### src/rtl/arb_pkg.sv
// Shared types for the round-robin stream arbiter: FSM states, the grant
// vector type and a one-hot to index helper.
package arb_pkg;

  localparam int c_max_req = 32;

  typedef enum logic {
    IDLE,
    LOCKED
  } arb_state_t;

  typedef logic [c_max_req-1:0] gnt_vec_t;

  function automatic int onehot_to_idx(input gnt_vec_t v);
    int idx;
    idx = 0;
    for (int i = 0; i < c_max_req; i++) begin
      if (v[i]) idx = i;
    end
    return idx;
  endfunction

endpackage

### src/rtl/rr_pick.sv
// Combinational round-robin pick: lowest requester inside the priority mask,
// falling back to the lowest requester overall when the mask selects nobody.
module rr_pick
  import arb_pkg::*;
#(
  parameter  int p_num_req  = 4,
  localparam int p_src_bits = (p_num_req > 1) ? $clog2(p_num_req) : 1
) (
  input  logic [p_num_req-1:0]  req,
  input  logic [p_num_req-1:0]  mask,
  output logic [p_num_req-1:0]  gnt,
  output logic [p_src_bits-1:0] idx
);

  localparam logic [p_num_req-1:0] c_one = p_num_req'(1);

  logic [p_num_req-1:0] masked;
  logic [p_num_req-1:0] cand;
  gnt_vec_t             gnt_wide;

  // cand & -cand isolates the lowest set bit
  always_comb begin
    masked   = req & mask;
    cand     = (|masked) ? masked : req;
    gnt      = cand & (~cand + c_one);
    gnt_wide = '0;
    gnt_wide[p_num_req-1:0] = gnt;
    idx      = p_src_bits'(onehot_to_idx(gnt_wide));
  end

endmodule

### src/rtl/rr_stream_arb.sv
// N-input valid/ready stream arbiter with round-robin priority, packet locking
// and a registered one-entry output stage.
module rr_stream_arb
  import arb_pkg::*;
#(
  parameter  int p_num_req  = 4,
  parameter  int p_msg_bits = 32,
  localparam int p_src_bits = (p_num_req > 1) ? $clog2(p_num_req) : 1
) (
  input  logic                            clk,
  input  logic                            rst,
  input  logic [p_num_req-1:0]            req_val,
  output logic [p_num_req-1:0]            req_rdy,
  input  logic [p_num_req*p_msg_bits-1:0] req_msg,
  input  logic [p_num_req-1:0]            req_last,
  output logic                            out_val,
  input  logic                            out_rdy,
  output logic [p_msg_bits-1:0]           out_msg,
  output logic                            out_last,
  output logic [p_src_bits-1:0]           out_src,
  output logic                            busy
);

  arb_state_t             state;
  logic [p_src_bits-1:0]  lock_idx;
  logic [p_num_req-1:0]   pick_gnt;
  logic [p_src_bits-1:0]  pick_idx;
  logic [p_num_req-1:0]   lock_oh;
  logic [p_num_req-1:0]   sel_oh;
  logic [p_src_bits-1:0]  sel_idx;
  logic [p_msg_bits-1:0]  sel_msg;
  logic                   sel_last;
  logic                   load;
  logic                   accept;

  assign load = ~out_val | out_rdy;

  // While locked only the owning requester is offered rdy, regardless of val
  always_comb begin
    lock_oh = '0;
    for (int i = 0; i < p_num_req; i++) begin
      lock_oh[i] = (lock_idx == p_src_bits'(i));
    end
    sel_oh   = (state == LOCKED) ? lock_oh : pick_gnt;
    sel_idx  = (state == LOCKED) ? lock_idx : pick_idx;
    req_rdy  = sel_oh & {p_num_req{load}};
    accept   = |(req_val & req_rdy);
    sel_last = |(sel_oh & req_last);
    sel_msg  = '0;
    for (int i = 0; i < p_num_req; i++) begin
      if (sel_oh[i]) sel_msg = req_msg[i*p_msg_bits +: p_msg_bits];
    end
  end

  generate
    if (p_num_req > 1) begin : g_rr
      logic [p_num_req-1:0] prio_mask;

      // Advance past whichever source just completed a packet
      always_ff @(posedge clk or posedge rst) begin
        if (rst) begin
          prio_mask <= '1;
        end else if (accept && sel_last) begin
          for (int i = 0; i < p_num_req; i++) begin
            prio_mask[i] <= (i > int'(sel_idx));
          end
        end
      end

      rr_pick #(
        .p_num_req(p_num_req)
      ) u_pick (
        .req (req_val),
        .mask(prio_mask),
        .gnt (pick_gnt),
        .idx (pick_idx)
      );
    end else begin : g_single
      assign pick_gnt = req_val;
      assign pick_idx = '0;
    end
  endgenerate

  always_ff @(posedge clk or posedge rst) begin
    if (rst) begin
      state    <= IDLE;
      lock_idx <= '0;
      out_val  <= 1'b0;
      out_msg  <= '0;
      out_last <= 1'b0;
      out_src  <= '0;
    end else begin
      if (accept) begin
        out_val  <= 1'b1;
        out_msg  <= sel_msg;
        out_last <= sel_last;
        out_src  <= sel_idx;
        if (sel_last) begin
          state <= IDLE;
        end else begin
          state    <= LOCKED;
          lock_idx <= sel_idx;
        end
      end else if (out_rdy) begin
        out_val <= 1'b0;
      end
    end
  end

  assign busy = (state == LOCKED) | out_val;

endmodule

### config.mk
export PLATFORM = sky130hd
export DESIGN_NAME = rr_stream_arb
export DESIGN_NICKNAME = d
export VERILOG_FILES = /design/src/rtl/arb_pkg.sv /design/src/rtl/rr_pick.sv /design/src/rtl/rr_stream_arb.sv
export SDC_FILE = /design/constraint.sdc
export NUM_CORES = 1
export LEC_CHECK = 0
export BUFFER_PORTS_ARGS = -buffer_cell sky130_fd_sc_hd__buf_2
export CORE_ASPECT_RATIO = 0.75
export CORE_UTILIZATION = 43
export CTS_CLUSTER_DIAMETER = 80
export DETAILED_ROUTE_END_ITERATION = 8
export PLACE_DENSITY = 0.89
export SYNTH_ARGS = -nofsm -noshare
export SYNTH_HDL_FRONTEND = slang
export SYNTH_SLANG_ARGS = --single-unit
### constraint.sdc
create_clock -name clk -period 2.85 [get_ports clk]
set_input_delay 0.57 -clock clk [delete_from_list [all_inputs] [get_ports clk]]
set_output_delay 0.57 -clock clk [all_outputs]
set_load 0.03 [all_outputs]
Word level (Yosys, flattened, before mapping)
Index checks and enable logic that the tools add are counted.
{ "classes": {"n_addsub": 1, "magnitude_cmp": 3, "eq_ne": 3, "muxes": 13, "bitwise": 10, "n_reduce_logical": 7} }
{ "ops": {"columns": ["op", "n"], "rows": [
  ["32-bit two-way mux", 4],
  ["4-bit bitwise AND", 5],
  ["4-bit OR reduction", 3],
  ["4-bit two-way mux", 2],
  ["2-bit two-way mux", 3],
  ["4-bit by 1-bit adder with 4-bit output (second input constant)", 1],
  ["2-bit == test (second input constant)", 2],
  ["2-bit > comparator (first input constant)", 2],
  ["1-bit two-way mux", 4],
  ["4-bit inverter", 1],
  ["2-bit by 1-bit == test with 1-bit output (second input constant)", 1],
  ["1-bit by 2-bit > comparator with 1-bit output (first input constant)", 1],
  ["2-bit zero test", 1],
  ["1-bit inverter", 2],
  ["1-bit bitwise OR", 2],
  ["2-bit AND reduction", 1],
  ["2-bit nonzero test", 1],
  ["1-bit logical AND", 1]
]} }
{ "word_totals": {"regBits": 43, "inputBits": 139, "output_inout_bits": 41, "elab_cells": 44} }

Longest topological paths before layout
{ "logic_depth": {"ltp_word": 11, "mapped_depth": 9, "depth_no_buf": 6} }

Modules after synthesis
A second synthesis with hierarchy kept.
{ "hier_totals": {"cells_unflattened": 321, "area_unflattened_um2": 3054.2} }
{ "by_module_without_submodules": {"columns": ["module", "instances", "cells_per_inst", "area_per_inst_um2", "seq_area_each_um2"], "rows": [
  ["rr_stream_arb", 1, 294, 2876.5, 1081.0],
  ["rr_pick", 1, 27, 177.7, 0.0]
]} }

Least setup slack after synthesis
Ideal clock, no wire load.
{ "synth_path": {"kind": "input-to-output", "from": "in req_val[2]", "to": "out req_rdy[0]", "t_arrival_ps": 2008, "required_time_ps": 2280, "setup_slack_ps": 272, "path_stages": 6, "path_buffers": 2, "path_cell_list": "a22oi_2 nor4b_1 or2_2 buf_2 clkbuf_1 and2_1"} }
{ "synth_between": {"elab_chain_cells": 8} }
{ "synth_rtl": {"columns": ["item", "line_no", "text"], "rows": [
  ["start: declaration", "rr_stream_arb.sv:12", "input logic [p_num_req-1:0] req_val,"],
  ["4-bit bitwise AND (*)", "rr_pick.sv:23", "masked = req & mask;"],
  ["4-bit OR reduction (*)", "rr_pick.sv:24", "cand = (|masked) ? masked : req;"],
  ["4-bit two-way mux (*)", "rr_pick.sv:24", null],
  ["4-bit inverter", "rr_pick.sv:25", "gnt = cand & (~cand + c_one);"],
  ["4-bit by 1-bit adder with 4-bit output", "rr_pick.sv:25", null],
  ["4-bit bitwise AND (*)", "rr_pick.sv:25", null],
  ["4-bit two-way mux (*)", "rr_stream_arb.sv:44", "sel_oh = (state == LOCKED) ? lock_oh : pick_gnt;"],
  ["4-bit bitwise AND (*)", "rr_stream_arb.sv:46", "req_rdy = sel_oh & {p_num_req{load}};"],
  ["end: declaration", "rr_stream_arb.sv:13", "output logic [p_num_req-1:0] req_rdy,"]
]} }
Every way passes the cells marked *; elsewhere a longest branch is shown, timed or not.

Worst setup path after layout
{ "layout_path": {"from": "reg g_rr.prio_mask[2]", "to": "out req_rdy[2]"} }
{ "layout_between": {"elab_chain_cells": 8} }
{ "layout_rtl": {"columns": ["item", "line_no", "text"], "rows": [
  ["start: declaration", "rr_stream_arb.sv:57", "logic [p_num_req-1:0] prio_mask;"],
  ["start signal: indexed assignment", "rr_stream_arb.sv:65", "prio_mask[i] <= (i > int'(sel_idx));"],
  ["4-bit bitwise AND (*)", "rr_pick.sv:23", null],
  ["4-bit OR reduction", "rr_pick.sv:24", null],
  ["4-bit two-way mux (*)", "rr_pick.sv:24", null],
  ["4-bit inverter", "rr_pick.sv:25", null],
  ["4-bit by 1-bit adder with 4-bit output", "rr_pick.sv:25", null],
  ["4-bit bitwise AND (*)", "rr_pick.sv:25", null],
  ["4-bit two-way mux (*)", "rr_stream_arb.sv:44", null],
  ["4-bit bitwise AND (*)", "rr_stream_arb.sv:46", null]
]} }
Marks and branches as above.

==> results_tabular.tex <==
\begin{tabular}{lr}
\hline
Metric & Value \\
\hline
\multicolumn{2}{l}{\textbf{Pwr}} \\
IR drop worst, VDD & between 0.5 and 0.6 mV \\
Power density normalized to cell area & 1190 nW/um\^{}2 \\
Final total power & between 4 and 5 mW \\
Leakage power & 2.04 nW \\
\multicolumn{2}{l}{\textbf{Setup path}} \\
WP data required & 2.28 ns \\
Flop-to-flop setup slack & $\sim$0.35 ns \\
Crit path launch & g\_rr.prio\_mask[2]\$\_DFFE\_PP1P\_ \\
Critical-path maximum fanout & 6 \\
Crit Path Category & flop to output port \\
Critical Path Start Type & flop \\
Kind of capture point of the worst setup path & output port \\
Reg2reg end & out\_src[0]\$\_DFFE\_PP0P\_ \\
Worst R2R Start & g\_rr.prio\_mask[1]\$\_DFFE\_PP1P\_ \\
Worst Reg-to-Reg Cells & 6 \\
WP data arrival & about 2.1 ns \\
\multicolumn{2}{l}{\textbf{Synth}} \\
Dominant register cell in the synthesized netlist & sky130\_fd\_sc\_hd\_\_dfrtp\_1 \\
Number of distinct standard cells referenced by the synthesized netlist & 38 \\
Number of enable flip-flop cells after synthesis & 0 \\
Seq/Total Area, Yosys & about two fifths \\
Fraction of registers with async set or reset after synthesis & 100\% \\
Area contributors post-synth & sky130\_fd\_sc\_hd\_\_dfrtp\_1 35\%, sky130\_fd\_sc\_hd\_\_o2bb2ai\_1 9.9\%, sky130\_fd\_sc\_hd\_\_a211oi\_1 8.5\%, sky130\_fd\_sc\_hd\_\_o31ai\_1 8.5\%, sky130\_fd\_sc\_hd\_\_nand2\_1 5.4\% \\
Post-synthesis net count & between 400 and 500 \\
Mean instance size in the synthesized netlist & around 8.4 um\^{}2 \\
Synth Cell Area & $\sim$2800 um\^{}2 \\
Post-synthesis cell type with the largest combined area & sky130\_fd\_sc\_hd\_\_dfrtp\_1 \\
Count of synthesis-stage warnings from yosys & 0 \\
Cells after Synth & roughly 340 \\
Share of the synthesized area in the top cell type & $\sim$35\% \\
Synthesized flop and latch total & 43 \\
\multicolumn{2}{l}{\textbf{STA}} \\
Worst rel slew slack & between 40\% and 50\% \\
FMAX & $\sim$0.38 GHz \\
Worst path setup slack after routing & between 0.15 and 0.2 ns \\
Worst slew pin tran & around 0.89 ns \\
Number of hold-slack violations in the final timing report & 0 \\
Worst clock skew & approximately 0.0043 ns \\
Final worst-path cycle share & 93.2\% \\
Final setup viols & 0 \\
Setup TNS & 0 ns \\
Post-layout min period & between 2 and 3 ns \\
Final count of pins violating max slew & 0 \\
RSZ-0062 raised after global routing & false \\
\multicolumn{2}{l}{\textbf{Clock network}} \\
Number of buffers inserted by hold repair at cts & 0 \\
Root Buffer & sky130\_fd\_sc\_hd\_\_clkbuf\_8 \\
Register clock-pin slew on the reported worst setup and hold paths & approximately 0.08 ns \\
H-Tree Level Count & 2 \\
Post-CTS setup buffer count & 0 \\
Clock latency on the worst-skew pair & 0.28 ns \\
Clock tree from TritonCTS & built \\
TritonCTS buffer count & 5 \\
Number of buffers between clock root and the deepest sink & 2 \\
Number of sinks handled by clock tree synthesis & between 40 and 50 \\
Post-cts resize count & 0 \\
\multicolumn{2}{l}{\textbf{GRT}} \\
Total overflow reported by the global router & 0 \\
Initial antenna violation count & 0 \\
Vias in the first global route & 2916 \\
Wire length of the first global-routing pass & 13400 um \\
Largest net degree at the start of global routing & 44 \\
Overall global routing resource usage & between 20 and 30\% \\
\multicolumn{2}{l}{\textbf{Place}} \\
Final weighted congestion of routability-driven global placement & between 0.8 and 0.9 \\
Dpl ws & around 0.17 ns \\
Total of buffers placed on input and output ports & between 150 and 200 \\
Placed instance area & around 3800 um\^{}2 \\
HPWL reported at the end of detailed placement & 6850 um \\
\multicolumn{2}{l}{\textbf{Hold path}} \\
Classification of the worst-slack hold path & input pin to async pin \\
\multicolumn{2}{l}{\textbf{Job}} \\
Max-cap viol count & 0 \\
\multicolumn{2}{l}{\textbf{Finish}} \\
Antenna fix cells & 0 \\
\# fillers & approximately 570 \\
Highest-count cells in the layout ignoring fill and taps & 179 x sky130\_fd\_sc\_hd\_\_buf\_2, 41 x sky130\_fd\_sc\_hd\_\_nand2\_1, 39 x sky130\_fd\_sc\_hd\_\_dfrtp\_1 \\
Most common cell after layout, fill and taps aside & sky130\_fd\_sc\_hd\_\_buf\_2 \\
Post-route standard cell area excluding fillers & 3930 um\^{}2 \\
Layout cell share with drive strength beyond 1 & 41.7\% \\
Area grow syn2layout & 39.0\% \\
Net count, final & around 650 \\
Fraction of the core area covered by cells at the end of the flow & between 60 and 70\% \\
\multicolumn{2}{l}{\textbf{Floorplan}} \\
Die area & 6910 um\^{}2 \\
Floorplan die height & 72.2 um \\
Starting density of the core & approximately 45\% \\
I/O pin count & 180 \\
Horizontal die dimension & 95.6 um \\
Core Area & 6320 um\^{}2 \\
Core Rows & 25 \\
\multicolumn{2}{l}{\textbf{Route}} \\
Routed Wire Length & a little under 9000 um \\
Overall via count from detail\_route & between 3000 and 4000 \\
Number of vias per cell after detailed routing & 5.46 \\
Wirelength per Cell & $\sim$15 um \\
DRC violation count after routing & 0 \\
Number of detailed-routing iterations run before antenna repair & 5 \\
Iter 0 DRT Violations & between 100 and 150 \\
Count of antenna-violating nets left after detailed routing & 0 \\
\multicolumn{2}{l}{\textbf{Outcome}} \\
Outcome & finished clean \\
\hline
\end{tabular}
## cell usage after synthesis, types with 3 or more instances
library cell / count
sky130_fd_sc_hd__o21ai_0: 4
sky130_fd_sc_hd__nor2_1: 37
sky130_fd_sc_hd__nand2_1: 41
sky130_fd_sc_hd__o31ai_1: 32
sky130_fd_sc_hd__and2_1: 4
sky130_fd_sc_hd__dfstp_2: 4
sky130_fd_sc_hd__mux2i_1: 4
sky130_fd_sc_hd__mux2_1: 3
sky130_fd_sc_hd__inv_1: 36
sky130_fd_sc_hd__dfrtp_1: 39
sky130_fd_sc_hd__a21oi_1: 5
sky130_fd_sc_hd__a32o_1: 3
sky130_fd_sc_hd__a22o_1: 3
sky130_fd_sc_hd__o2bb2ai_1: 32
sky130_fd_sc_hd__nor2b_1: 4
sky130_fd_sc_hd__a211oi_1: 32
sky130_fd_sc_hd__buf_2: 6
sky130_fd_sc_hd__clkbuf_1: 21
## final cells by class
class / count / area [um^2] / area share, %
repair buffers: 192 / 1010 / 25.6
well taps: 81 / 101 / 2.58
clock buffers: 7 / 76.3 / 1.94
multi-input cells: 229 / 1530 / 38.8
flip-flops and latches: 43 / 1080 / 27.5
clock inverters: 1 / 5.00 / 0.127
inverters: 36 / 135 / 3.44
## report_power, final
part	leakage [nW]	total, mW	internal (mW)	switching [mW]
combinational	1.47	3.19	1.18	2.01
sequential	0.526	1.13	0.930	0.201
clock	0.0422	0.367	0.172	0.195
total	2.04	4.69	2.28	2.41
## worst max-delay path, cell delays in order (launching register included)
cell and delay, ns:
sky130_fd_sc_hd__dfstp_2 0.58, sky130_fd_sc_hd__a22oi_2 0.12, sky130_fd_sc_hd__o21ai_0 0.31, sky130_fd_sc_hd__and3_1 0.31
sky130_fd_sc_hd__a31o_2 0.19, sky130_fd_sc_hd__and2_1 0.11, sky130_fd_sc_hd__buf_2 0.19
## layer usage
metal,GRT usage [%],wire length (um)
met1,30.5,3650
met2,45.0,4440
met3,5.87,708
met4,6.30,70
met5,0,0
## kinds of logic after synthesis
group,share of synthesized area [%]
buffers and inverters,8.63
AO/OA/AOI/OAI,35.1
multiplexers,3.41
AND/OR/NAND/NOR,14.6
flip-flops,38.2
## flip-flops by register name (all words and copies together), names as in the netlist
register	cells
state	1
out_val	1
out_last	1
out_src	2
out_msg	32
lock_idx	2
g_rr.prio_mask	4
## how the worst max path moves through the flow
stage / endpoint / slack, ns / cells after the start
floorplan: req_rdy[0] / 0.27 / 6
global placement: out_src[0]$_DFFE_PP0P_ / 0.28 / 7
detailed placement: out_src[0]$_DFFE_PP0P_ / 0.17 / 7
CTS: req_rdy[2] / 0.18 / 6
global route: req_rdy[2] / 0.05 / 6
finish: req_rdy[2] / 0.19 / 6
## metrics by stage
| stage | hold slack, ns | std cells |
|---|---|---|
| after global routing | 0.498 | 589 |
| after detailed placement | 0.464 | 581 |
| after CTS | 0.483 | 589 |
| after global placement | 0.455 | 581 |
| final | 0.467 | 589 |
| after floorplan | 0.494 | 335 |
(Power assumes the default switching activity.)
